## config.mk

```make
export PLATFORM = sky130hd
export DESIGN_NAME = ftdi_tx_arbiter
export DESIGN_NICKNAME = d
export VERILOG_FILES = /design/src/rtl/ftdi_tx_arbiter_pkg.sv /design/src/rtl/ftdi_tx_arbiter_rr_pick.sv /design/src/rtl/ftdi_tx_arbiter.sv
export SDC_FILE = /design/constraint.sdc
export NUM_CORES = 1
export LEC_CHECK = 0
export ABC_AREA = 1
export CORE_UTILIZATION = 30
export DETAILED_ROUTE_END_ITERATION = 8
export SLEW_MARGIN = 20
export SYNTH_ARGS = -nofsm -noshare
export SYNTH_HDL_FRONTEND = slang
export SYNTH_SLANG_ARGS = --single-unit
```

## constraint.sdc

```tcl
create_clock -name clock_in -period 5.5 [get_ports clock_in]
set_input_delay 0.825 -clock clock_in [delete_from_list [all_inputs] [get_ports clock_in]]
set_output_delay 0.825 -clock clock_in [all_outputs]
set_load 0.01 [all_outputs]
```

## src/rtl/ftdi_tx_arbiter_pkg.sv

```systemverilog
// Shared types and helpers for the FTDI transmit arbiter: FSM encoding,
// counter width and a constant-friendly clog2.
package ftdi_arb_pkg;

  typedef enum logic [2:0] {
    ST_IDLE    = 3'd0,
    ST_UP_ACK  = 3'd1,
    ST_DN_REQ  = 3'd2,
    ST_DN_WAIT = 3'd3,
    ST_GAP     = 3'd4
  } state_e;

  localparam int CNT_W = 16;

  function automatic int clog2(input int value);
    int r;
    r = 0;
    for (int i = 0; i < 31; i++) begin
      if ((1 << i) < value) r = i + 1;
    end
    return r;
  endfunction

endpackage

```

## src/rtl/ftdi_tx_arbiter_rr_pick.sv

```systemverilog
// Combinational round-robin picker: searches upward from ptr+1 with wrap,
// or only considers the lock owner while a packet lock is held.
module rr_pick
  import ftdi_arb_pkg::*;
#(
  parameter int N  = 3,
  parameter int IW = clog2(N)
) (
  input  logic [N-1:0]  req,
  input  logic [IW-1:0] ptr,
  input  logic          lock_en,
  input  logic [IW-1:0] lock_owner,
  output logic          valid,
  output logic [IW-1:0] idx
);

  int cand;

  always_comb begin
    valid = 1'b0;
    idx   = '0;
    cand  = 0;
    if (lock_en) begin
      valid = req[lock_owner];
      idx   = lock_owner;
    end else begin
      // k = N wraps back to ptr itself, so the last winner is considered last.
      for (int k = 1; k <= N; k++) begin
        cand = int'(ptr) + k;
        if (cand >= N) cand = cand - N;
        if (!valid && req[cand[IW-1:0]]) begin
          valid = 1'b1;
          idx   = cand[IW-1:0];
        end
      end
    end
  end

endmodule

```

## src/rtl/ftdi_tx_arbiter.sv

```systemverilog
// Shares the single ftdi transmit channel among N byte sources with
// round-robin arbitration, optional packet lock and a transfer watchdog.
module ftdi_tx_arbiter
  import ftdi_arb_pkg::*;
#(
  parameter int N            = 3,
  parameter int GAP          = 2,
  parameter int TIMEOUT      = 0,
  parameter int LOCK_TIMEOUT = 1024
) (
  input  logic           clock_in,
  input  logic           reset,
  input  logic [8*N-1:0] req_data,
  input  logic [N-1:0]   req_rq,
  input  logic [N-1:0]   req_last,
  output logic [N-1:0]   req_st,
  output logic [N-1:0]   grant,
  output logic [7:0]     tx_data,
  output logic           tx_rq,
  input  logic           tx_st,
  output logic           busy,
  output logic           err
);

  localparam int IW = clog2(N);
  localparam logic [CNT_W-1:0] GAP_C     = CNT_W'(GAP);
  localparam logic [CNT_W-1:0] TIMEOUT_C = CNT_W'(TIMEOUT);
  localparam logic [CNT_W-1:0] LOCK_C    = CNT_W'(LOCK_TIMEOUT);

  // Handshakes are four-phase: upstream req_rq is held until req_st rises,
  // then dropped, after which req_st falls; downstream tx_rq is held until
  // tx_st rises, dropped, and the next byte waits for tx_st to fall plus GAP.

  state_e             state_q, state_d;
  logic [7:0]         tx_data_q, tx_data_d;
  logic               tx_rq_q, tx_rq_d;
  logic [N-1:0]       req_st_q, req_st_d;
  logic [N-1:0]       grant_q, grant_d;
  logic [IW-1:0]      ptr_q, ptr_d;
  logic [IW-1:0]      owner_q, owner_d;
  logic               last_q, last_d;
  logic               lock_en_q, lock_en_d;
  logic [IW-1:0]      lock_owner_q, lock_owner_d;
  logic               err_q, err_d;
  logic [CNT_W-1:0]   cnt_q, cnt_d;
  logic [CNT_W-1:0]   lock_cnt_q, lock_cnt_d;

  logic               pick_valid;
  logic [IW-1:0]      pick_idx;
  logic [CNT_W-1:0]   cnt_inc;
  logic [CNT_W-1:0]   lock_cnt_inc;
  logic               timeout_hit;
  logic               gap_done;
  logic               lock_idle;
  logic               lock_expire;

  rr_pick #(
    .N  (N),
    .IW (IW)
  ) u_rr_pick (
    .req        (req_rq),
    .ptr        (ptr_q),
    .lock_en    (lock_en_q),
    .lock_owner (lock_owner_q),
    .valid      (pick_valid),
    .idx        (pick_idx)
  );

  assign cnt_inc      = cnt_q + CNT_W'(1);
  assign lock_cnt_inc = lock_cnt_q + CNT_W'(1);
  assign timeout_hit  = (TIMEOUT != 0) && (cnt_inc == TIMEOUT_C);
  assign gap_done     = (cnt_inc >= GAP_C);
  assign lock_idle    = (state_q == ST_IDLE) && lock_en_q && !req_rq[lock_owner_q];
  assign lock_expire  = (LOCK_TIMEOUT != 0) && lock_idle && (lock_cnt_inc >= LOCK_C);

  always_ff @(posedge clock_in) begin
    if (reset) begin
      state_q      <= ST_IDLE;
      tx_data_q    <= '0;
      tx_rq_q      <= 1'b0;
      req_st_q     <= '0;
      grant_q      <= '0;
      ptr_q        <= IW'(N - 1);
      owner_q      <= '0;
      last_q       <= 1'b0;
      lock_en_q    <= 1'b0;
      lock_owner_q <= '0;
      err_q        <= 1'b0;
      cnt_q        <= '0;
      lock_cnt_q   <= '0;
    end else begin
      state_q      <= state_d;
      tx_data_q    <= tx_data_d;
      tx_rq_q      <= tx_rq_d;
      req_st_q     <= req_st_d;
      grant_q      <= grant_d;
      ptr_q        <= ptr_d;
      owner_q      <= owner_d;
      last_q       <= last_d;
      lock_en_q    <= lock_en_d;
      lock_owner_q <= lock_owner_d;
      err_q        <= err_d;
      cnt_q        <= cnt_d;
      lock_cnt_q   <= lock_cnt_d;
    end
  end

  always_comb begin
    state_d = state_q;
    case (state_q)
      ST_IDLE:    if (pick_valid) state_d = ST_UP_ACK;
      ST_UP_ACK:  if (!req_rq[owner_q]) state_d = ST_DN_REQ;
      ST_DN_REQ: begin
        if (tx_st) state_d = ST_DN_WAIT;
        else if (timeout_hit) state_d = ST_GAP;
      end
      ST_DN_WAIT: if (!tx_st) state_d = ST_GAP;
      ST_GAP:     if (gap_done) state_d = ST_IDLE;
      default:    state_d = ST_IDLE;
    endcase
  end

  always_comb begin
    tx_data_d    = tx_data_q;
    tx_rq_d      = tx_rq_q;
    req_st_d     = req_st_q;
    grant_d      = grant_q;
    ptr_d        = ptr_q;
    owner_d      = owner_q;
    last_d       = last_q;
    lock_en_d    = lock_en_q;
    lock_owner_d = lock_owner_q;
    err_d        = err_q;
    cnt_d        = cnt_q;
    lock_cnt_d   = lock_idle ? lock_cnt_inc : '0;

    // An owner that stays silent too long forfeits the lock without an error.
    if (lock_expire) begin
      lock_en_d  = 1'b0;
      lock_cnt_d = '0;
    end

    case (state_q)
      ST_IDLE: begin
        if (pick_valid) begin
          tx_data_d = req_data[{pick_idx, 3'b000} +: 8];
          req_st_d  = N'(1) << pick_idx;
          grant_d   = N'(1) << pick_idx;
          ptr_d     = pick_idx;
          owner_d   = pick_idx;
          last_d    = req_last[pick_idx];
        end
      end
      ST_UP_ACK: begin
        if (!req_rq[owner_q]) begin
          req_st_d = '0;
          tx_rq_d  = 1'b1;
          cnt_d    = '0;
        end
      end
      ST_DN_REQ: begin
        cnt_d = cnt_inc;
        if (tx_st) begin
          tx_rq_d = 1'b0;
        end else if (timeout_hit) begin
          // Byte is dropped; a half-sent packet must not keep the channel.
          tx_rq_d   = 1'b0;
          err_d     = 1'b1;
          lock_en_d = 1'b0;
          cnt_d     = '0;
        end
      end
      ST_DN_WAIT: begin
        if (!tx_st) begin
          cnt_d = '0;
          if (last_q) begin
            lock_en_d = 1'b0;
          end else begin
            lock_en_d    = 1'b1;
            lock_owner_d = owner_q;
          end
        end
      end
      ST_GAP: begin
        cnt_d = cnt_inc;
      end
      default: begin
        cnt_d = '0;
      end
    endcase
  end

  assign tx_data = tx_data_q;
  assign tx_rq   = tx_rq_q;
  assign req_st  = req_st_q;
  assign grant   = grant_q;
  assign busy    = (state_q != ST_IDLE);
  assign err     = err_q;

endmodule

```

==> qor.yml, run 1 <==
timing:
  hold_viol_final: 0
  holdWs_ns: 0.463
  drv_slew: 0
  slew_headroom_pct: 54.0
  worstMarginPinSlew_ns: 0.689
  rsz0062_at_grt: "no"
  fin_setup_tns_ns: 0
  finalSetupViolCount: 0
  fin_crit_ns: 2.98
  period_share_pct: 54.1
  finalClockSkew_ns: 0.00798
  fmax_mhz: 336
global_route:
  grt_use_total_pct: 14.8
  antenna_found_initial: 0
  grt_max_degree: 27
  grt.overflow.total: 0
  grt_pass1_vias: 3034
  grt_pass1_wl_mm: 13.4
placement:
  gp_congestion: 0.864
  port_buffers: 48
  dpl.hpwl_mm: 5.90
clock_tree:
  cts_resized: 0
  path_clk_slew_ns: 0.06
  cts.path.max_buffers: 2
  cts_tree: "yes"
  clock_latency_ns: 0.35
  clock_sinks: 57
  htreeDepth: 3
  clockRootBuffer: "clkbuf_8"
  numCtsBuffers: 9
  cts_setup_buffers: 0
  hold_buffers: 0
synth:
  ys_seq_area_share_pct: 33.9
  synth-seq-cells: 57
  synth.distinct_cells: 32
  synthCells: 524
  yosysMostFrequentCell: "nand2_1"
  synthMuxAreaShare_pct: 0
  synth_edf_count: 0
  synthAdderAreaFrac_pct: 2.60
  synth-compound-area-share_pct: 8.74
  synth_top_area_cell: "dfxtp_1"
  synth_top_family_by_area: "simple AND/OR/NAND/NOR gates"
  async_reset_ff_share_pct: 0
  ys.flop_type: "dfxtp_1"
  netlist_area_um2: 3360
  syn_area_per_cell_um2: 6.42
  synth_warnings: 0
  synth_top_area_share_pct: 33.9
  netlist_top_cells_area: "dfxtp_1 34%, nand2_1 16%, nand3_1 8.2%, inv_1 6.9%, nor2_1 6.6%"
  synth-xor-area-share_pct: 3.90
  yosys.area_share.simple_pct: 40.1
  ys_top_cells_by_count: "147 x nand2_1, 62 x inv_1, 59 x nor2_1"
hold_path:
  min_to: "tx_rq$_SDFFE_PP0P_"
  hold_depth: 2
  hold_start: "tx_rq$_SDFFE_PP0P_"
  hold_class: "reg -> reg"
critical_path:
  worst_path_most_repeated_cell: "nand2_1"
  required_ns: 5.78
  slowest_stage: "inv_1"
  path_cells: "clkdlybuf4s50_1, inv_1, o21ai_0, nand2_1, nand2_1, inv_2, nand2_1, nand3_1, inv_1, nand2_1, a21oi_1"
  cp_num_buf_inv: 4
  path_max_fanout: 24
  startpoint_type: "primary input"
  crit_type: "in -> reg"
  r2r_slack_ns: 2.55
  r2r-start: "ptr_q[0]$_SDFFE_PP0P_"
  critPathCaptureType: "flip-flop"
  cp.arrival_ns: 3.25
  critical_path.max_stage_delay_ns: 0.62
  reg2reg_depth: 12
  r2r_end: "req_st[2]$_SDFFE_PP0P_"
  cp_top_family: "buffers and inverters"
power_and_ir_drop:
  ir_worst_vdd_mv: 0.266
  power.density_nw_per_um2: 450
  p_leak_nw: 1.73
drt:
  drt-total-wl_mm: 7.95
  drt_pass1_iterations: 5
  drc: 0
  drt_iter0_markers: 129
  wl_per_cell_um: 11.1
  drtAntennaViolNets: 0
  vias: 3328
  avgViaCountPerCell: 4.63
die:
  die_x_um: 108
  die_y_um: 108
  core_area_um2: 10900
  io_pins: 50
  die_area_um2: 11600
  rows: 38
  start_util_pct: 30.9
cells_and_area:
  fillerInstances: 1152
  regArea_um2: 1140
  final_util_pct: 38.2
  area_growth_pct: 23.6
  fin_nets: 614
  multi_input_area_um2: 1890
  diodes: 0
  drive_above_1_share_pct: 7.25
run:
  max-cap-violations: 0
outcome:
  status: "finished clean"
[through the flow]
step           std cells  setup WS, ns  area (µm²)  total power, mW
2_1_floorplan        530          3.50        3390             1.25
3_3_place_gp         703          2.29        3950             1.45
3_5_place_dp         703          2.19        3950             1.46
4_1_cts              719          2.52        4160             1.89
5_1_grt              719          2.24        4160             2.05
6_report             719          2.52        4160             1.87
[per-layer routing]
layer  global-route usage (%)  vias up  routed length [µm]
li1                         -     1749                   -
met1                     17.4     1482                3680
met2                     24.1       86                3530
met3                     5.57       11                 595
met4                     6.16        0                 136
met5                        0        -                   0
[sequential cells by signal, summed over array words and instances (netlist names)]
signal,count
lock_owner_q,2
grant,3
cnt_q,16
state_q,3
tx_rq,1
lock_cnt_q,16
lock_en_q,1
owner_q,1
tx_data,8
last_q,1
ptr_q,2
req_st,3
[worst reg2reg max path: cells and delay by family (launching register included)]
kind	cells	cell delay (ns)
AOI/OAI and AO/OA	2	0.30
adders and majority gates	1	0.47
buffers and inverters	4	0.87
DFF	1	0.46
and+or+nand+nor	5	0.79
[power by group]
group	internal [mW]	total [mW]	leakage, nW	switching, mW
clock network	0.252	0.424	0.106	0.171
logic	0.322	0.918	1.16	0.596
registers	0.480	0.527	0.466	0.0475
total	1.05	1.87	1.73	0.815
[final cells by class]
class                           count  share of cell area (%)
Multi-Input combinational cell    390                    45.4
Sequential cell                    57                    27.4
Timing Repair Buffer               49                    11.7
Inverter                           67                    6.11
Tap cell                          140                    4.21
Clock buffer                       10                    3.07
Clock inverter                      6                    1.99
[cells by family (layout without fill, tap and decap cells)]
logic type / after synthesis / count (layout)
other: 1 / 7
AO/OA/AOI/OAI: 55 / 55
flip-flops: 57 / 57
AND/OR/NAND/NOR: 306 / 306
XOR/XNOR: 15 / 15
buffers and inverters: 83 / 132
adder cells (fa/ha/maj): 7 / 7
[worst max-delay path by stage]
stage | cells after the start | startpoint | to | slack, ns
2_1_floorplan | 18 | ptr_q[0]$_SDFFE_PP0P_ | tx_data[1]$_SDFFE_PP0P_ | 3.50
3_3_place_gp | 13 | req_rq[2] | tx_data[5]$_SDFFE_PP0P_ | 2.29
3_5_place_dp | 11 | req_rq[2] | req_st[2]$_SDFFE_PP0P_ | 2.19
4_1_cts | 11 | req_rq[2] | req_st[2]$_SDFFE_PP0P_ | 2.52
5_1_grt | 12 | ptr_q[0]$_SDFFE_PP0P_ | req_st[2]$_SDFFE_PP0P_ | 2.24
6_report | 11 | req_rq[2] | req_st[2]$_SDFFE_PP0P_ | 2.52
[layout by cell type (no fill, tap or decap), drive strengths merged, types with 2 or more instances in the layout]
master           n
clkdlybuf4s50   48
nor2            67
nand4           12
xor2             8
nand2          151
dfxtp           57
clkinv           3
nand3b           2
ha               7
or2              7
nor3            11
inv             67
clkbuf          10
nand3           55
o21ai           17
xnor2            7
bufinv           2
conb             7
a21oi           30
o211ai           6
No activity file was read; power rests on OpenSTA's default activity.
==> run 2: changes to the inputs <==
==> constraint.sdc (replaced) <==
create_clock -name clock_in -period 2.7 [get_ports clock_in]
set_input_delay 0.405 -clock clock_in [delete_from_list [all_inputs] [get_ports clock_in]]
set_output_delay 0.405 -clock clock_in [all_outputs]
set_load 0.01 [all_outputs]
==> run 2 against run 1 <==
  * Clock skew increased by 0.0031 ns
  * Critical path depth increased by 6
  * Register-to-register slack got worse by 2.2 ns
  * Total power increased by 110%
  * Utilization increased by 0.41 points
  * Clock power increased by 89%
  * Routed wire length increased by 0.43%
  * First-iteration DRC count decreased by 2.3%
  * Hold slack improved by 0.0025 ns
  * Combinational power increased by 120%
  * Cell count increased by 0.83%
  * Critical endpoint is now tx_data[1]$_SDFFE_PP0P_
  * Largest cell class unchanged
  * Highest routed layer unchanged
==> qor.yml, run 2 (same netlist as run 1, synthesis figures left out) <==
cells_and_area:
  drive_above_1_share_pct: 9.06  # was 7.25%
  area_growth_pct: 24.9  # was 23.6%
  final_cell_mix: "144 x nand2_1, 62 x inv_1, 59 x nor2_1"  # was 147 x nand2_1, 62 x inv_1, 59 x nor2_1
  diodes: 0  # unchanged
  fillerInstances: 1115  # was 1152
  fin_nets: 620  # was 614
  layout_commonest_cell: "nand2_1"  # unchanged
critical_path:
  required_ns: 3.00  # was 5.78 ns
  reg2reg_depth: 17  # was 12
  path_cells: "inv_2, ha_2, inv_4, o21ai_0, nand2_1, nand2_1, inv_2, nand2_1, nand3_1, buf_4, nor2_1, nand3_1, nand2_1, inv_1, nand3_1, nand2_1, inv_1"  # was clkdlybuf4s50_1, inv_1, o21ai_0, nand2_1, nand2_1, inv_2, nand2_1, nand3_1, inv_1, nand2_1, a21oi_1
  cp.arrival_ns: 2.68  # was 3.25 ns
  path_max_fanout: 8  # was 24
  startpoint_type: "flip-flop"  # was primary input
  critPathCaptureType: "flip-flop"  # unchanged
  slowest_stage: "dfxtp_1"  # was inv_1
  worst_path_most_repeated_cell: "nand2_1"  # unchanged
  critical_path.max_stage_delay_ns: 0.43  # was 0.62 ns
  crit_type: "reg -> reg"  # was in -> reg
placement:
  dpl.hpwl_mm: 5.97  # was 5.90 mm
  gp_congestion: 0.859  # was 0.864
  place_ws_ns: 0.227  # was 2.19 ns
  port_buffers: 48  # unchanged
timing:
  finalClockSkew_ns: 0.0111  # was 0.00798 ns
  fmax_mhz: 419
  period_share_pct: 88.3
  rsz0062_at_grt: "no"  # unchanged
  fin_crit_ns: 2.39
  fin_setup_tns_ns: 0  # unchanged
  worst_slack_ns: 0.315  # was 2.52 ns
  worstMarginPinSlew_ns: 0.514  # was 0.689 ns
  drv_slew: 0  # unchanged
  finalSetupViolCount: 0  # unchanged
  hold_viol_final: 0  # unchanged
  slew_headroom_pct: 65.7  # was 54.0%
clock_tree:
  cts.path.max_buffers: 2  # unchanged
  path_clk_slew_ns: 0.07  # was 0.06 ns
  hold_buffers: 0  # unchanged
  clock_sinks: 57  # unchanged
  htreeDepth: 3  # unchanged
  clockRootBuffer: "clkbuf_8"  # unchanged
  cts_tree: "yes"  # unchanged
  clock_latency_ns: 0.35  # about the same
  numCtsBuffers: 9  # unchanged
drt:
  drt_pass1_iterations: 7  # was 5
  avgViaCountPerCell: 4.65  # was 4.63
  drt_iter0_markers: 126  # was 129
  wl_per_cell_um: 11.0  # was 11.1 µm
  drc: 0  # unchanged
  drtAntennaViolNets: 0  # unchanged
  vias: 3370  # was 3328
  drt-total-wl_mm: 7.98  # was 7.95 mm
die:
  core_area_um2: 10900  # unchanged
  die_x_um: 108  # unchanged
  start_util_pct: 30.9  # unchanged
  die_area_um2: 11600  # unchanged
  die_y_um: 108  # unchanged
  rows: 38  # unchanged
  io_pins: 50  # unchanged
hold_path:
  hold_depth: 2  # unchanged
  hold_class: "reg -> reg"  # unchanged
global_route:
  grt_use_total_pct: 14.7  # was 14.8%
  grt_max_degree: 26  # was 27
  grt.overflow.total: 0  # unchanged
  grt_pass1_wl_mm: 13.5  # was 13.4 mm
  antenna_found_initial: 0  # unchanged
  grt_pass1_vias: 3178  # was 3034
power_and_ir_drop:
  p_leak_nw: 1.76  # was 1.73 nW
  power.density_nw_per_um2: 926  # was 450 nW/µm²
  ir_worst_vdd_mv: 0.545  # was 0.266 mV
run:
  max-cap-violations: 0  # unchanged
outcome:
  status: "finished clean"  # unchanged
[run 2: cell types whose count changed in the layout (fill, tap and decap cells not counted), sizes merged]
cell / before / now
buf: 1 / 7
bufinv: 2 / 1
clkinv: 3 / 4
[run 2: cell type report]
cell class	count	area [µm²]	share of cell area, %
clock buffer	10	138	3.27
timing repair buffer	55	533	12.7
inverter	67	254	6.04
tap	140	175	4.17
sequential	57	1140	27.2
clock inverter	6	57.6	1.37
multi-input combinational	390	1900	45.3
[run 2: metal layers]
layer	vias up	wire length, µm	track usage (%)
li1	1766	-	-
met4	0	227	8.61
met1	1494	3600	16.5
met2	92	3680	25.4
met3	18	474	3.57
met5	-	0	0
[run 2: final timing paths]
check | slack, ns | to | from
worst min-delay path | 0.47 | tx_rq$_SDFFE_PP0P_ | tx_rq$_SDFFE_PP0P_
worst max-delay path | 0.31 | tx_data[1]$_SDFFE_PP0P_ | ptr_q[0]$_SDFFE_PP0P_
worst max register to register | 0.31 | tx_data[1]$_SDFFE_PP0P_ | ptr_q[0]$_SDFFE_PP0P_
worst min register to register | 0.47 | tx_rq$_SDFFE_PP0P_ | tx_rq$_SDFFE_PP0P_
[run 2: power breakdown]
part           switching [mW]  internal (mW)
combinational            1.26          0.760
sequential             0.0891          0.977
clock                   0.359          0.444
[run 2: repair_timing]
action,CTS,global route
resized for setup,0,5
setup buffers,0,0
setup endpoints to repair,0,9
[run 2: through the flow]
step                      cell area, µm²  util, %  instances  power, mW  hold slack (ns)
after floorplan                     3390        -        530       2.55            0.443
after global placement              3990     36.7        709       3.05            0.451
after detailed placement            3990     36.7        709       3.07            0.455
after CTS                           4190     38.5        725       3.89            0.470
after global routing                4200     38.6        725       4.23            0.486
final                               4200     38.6        725       3.89            0.466
[run 2: critical path: cells and delay by family (launching register included)]
family,cells,cell delay (ns)
AND/OR/NAND/NOR,9,0.83
adder cells (fa/ha/maj),1,0.43
AO/OA/AOI/OAI,1,0.10
buffers and inverters,6,0.53
flip-flops,1,0.43
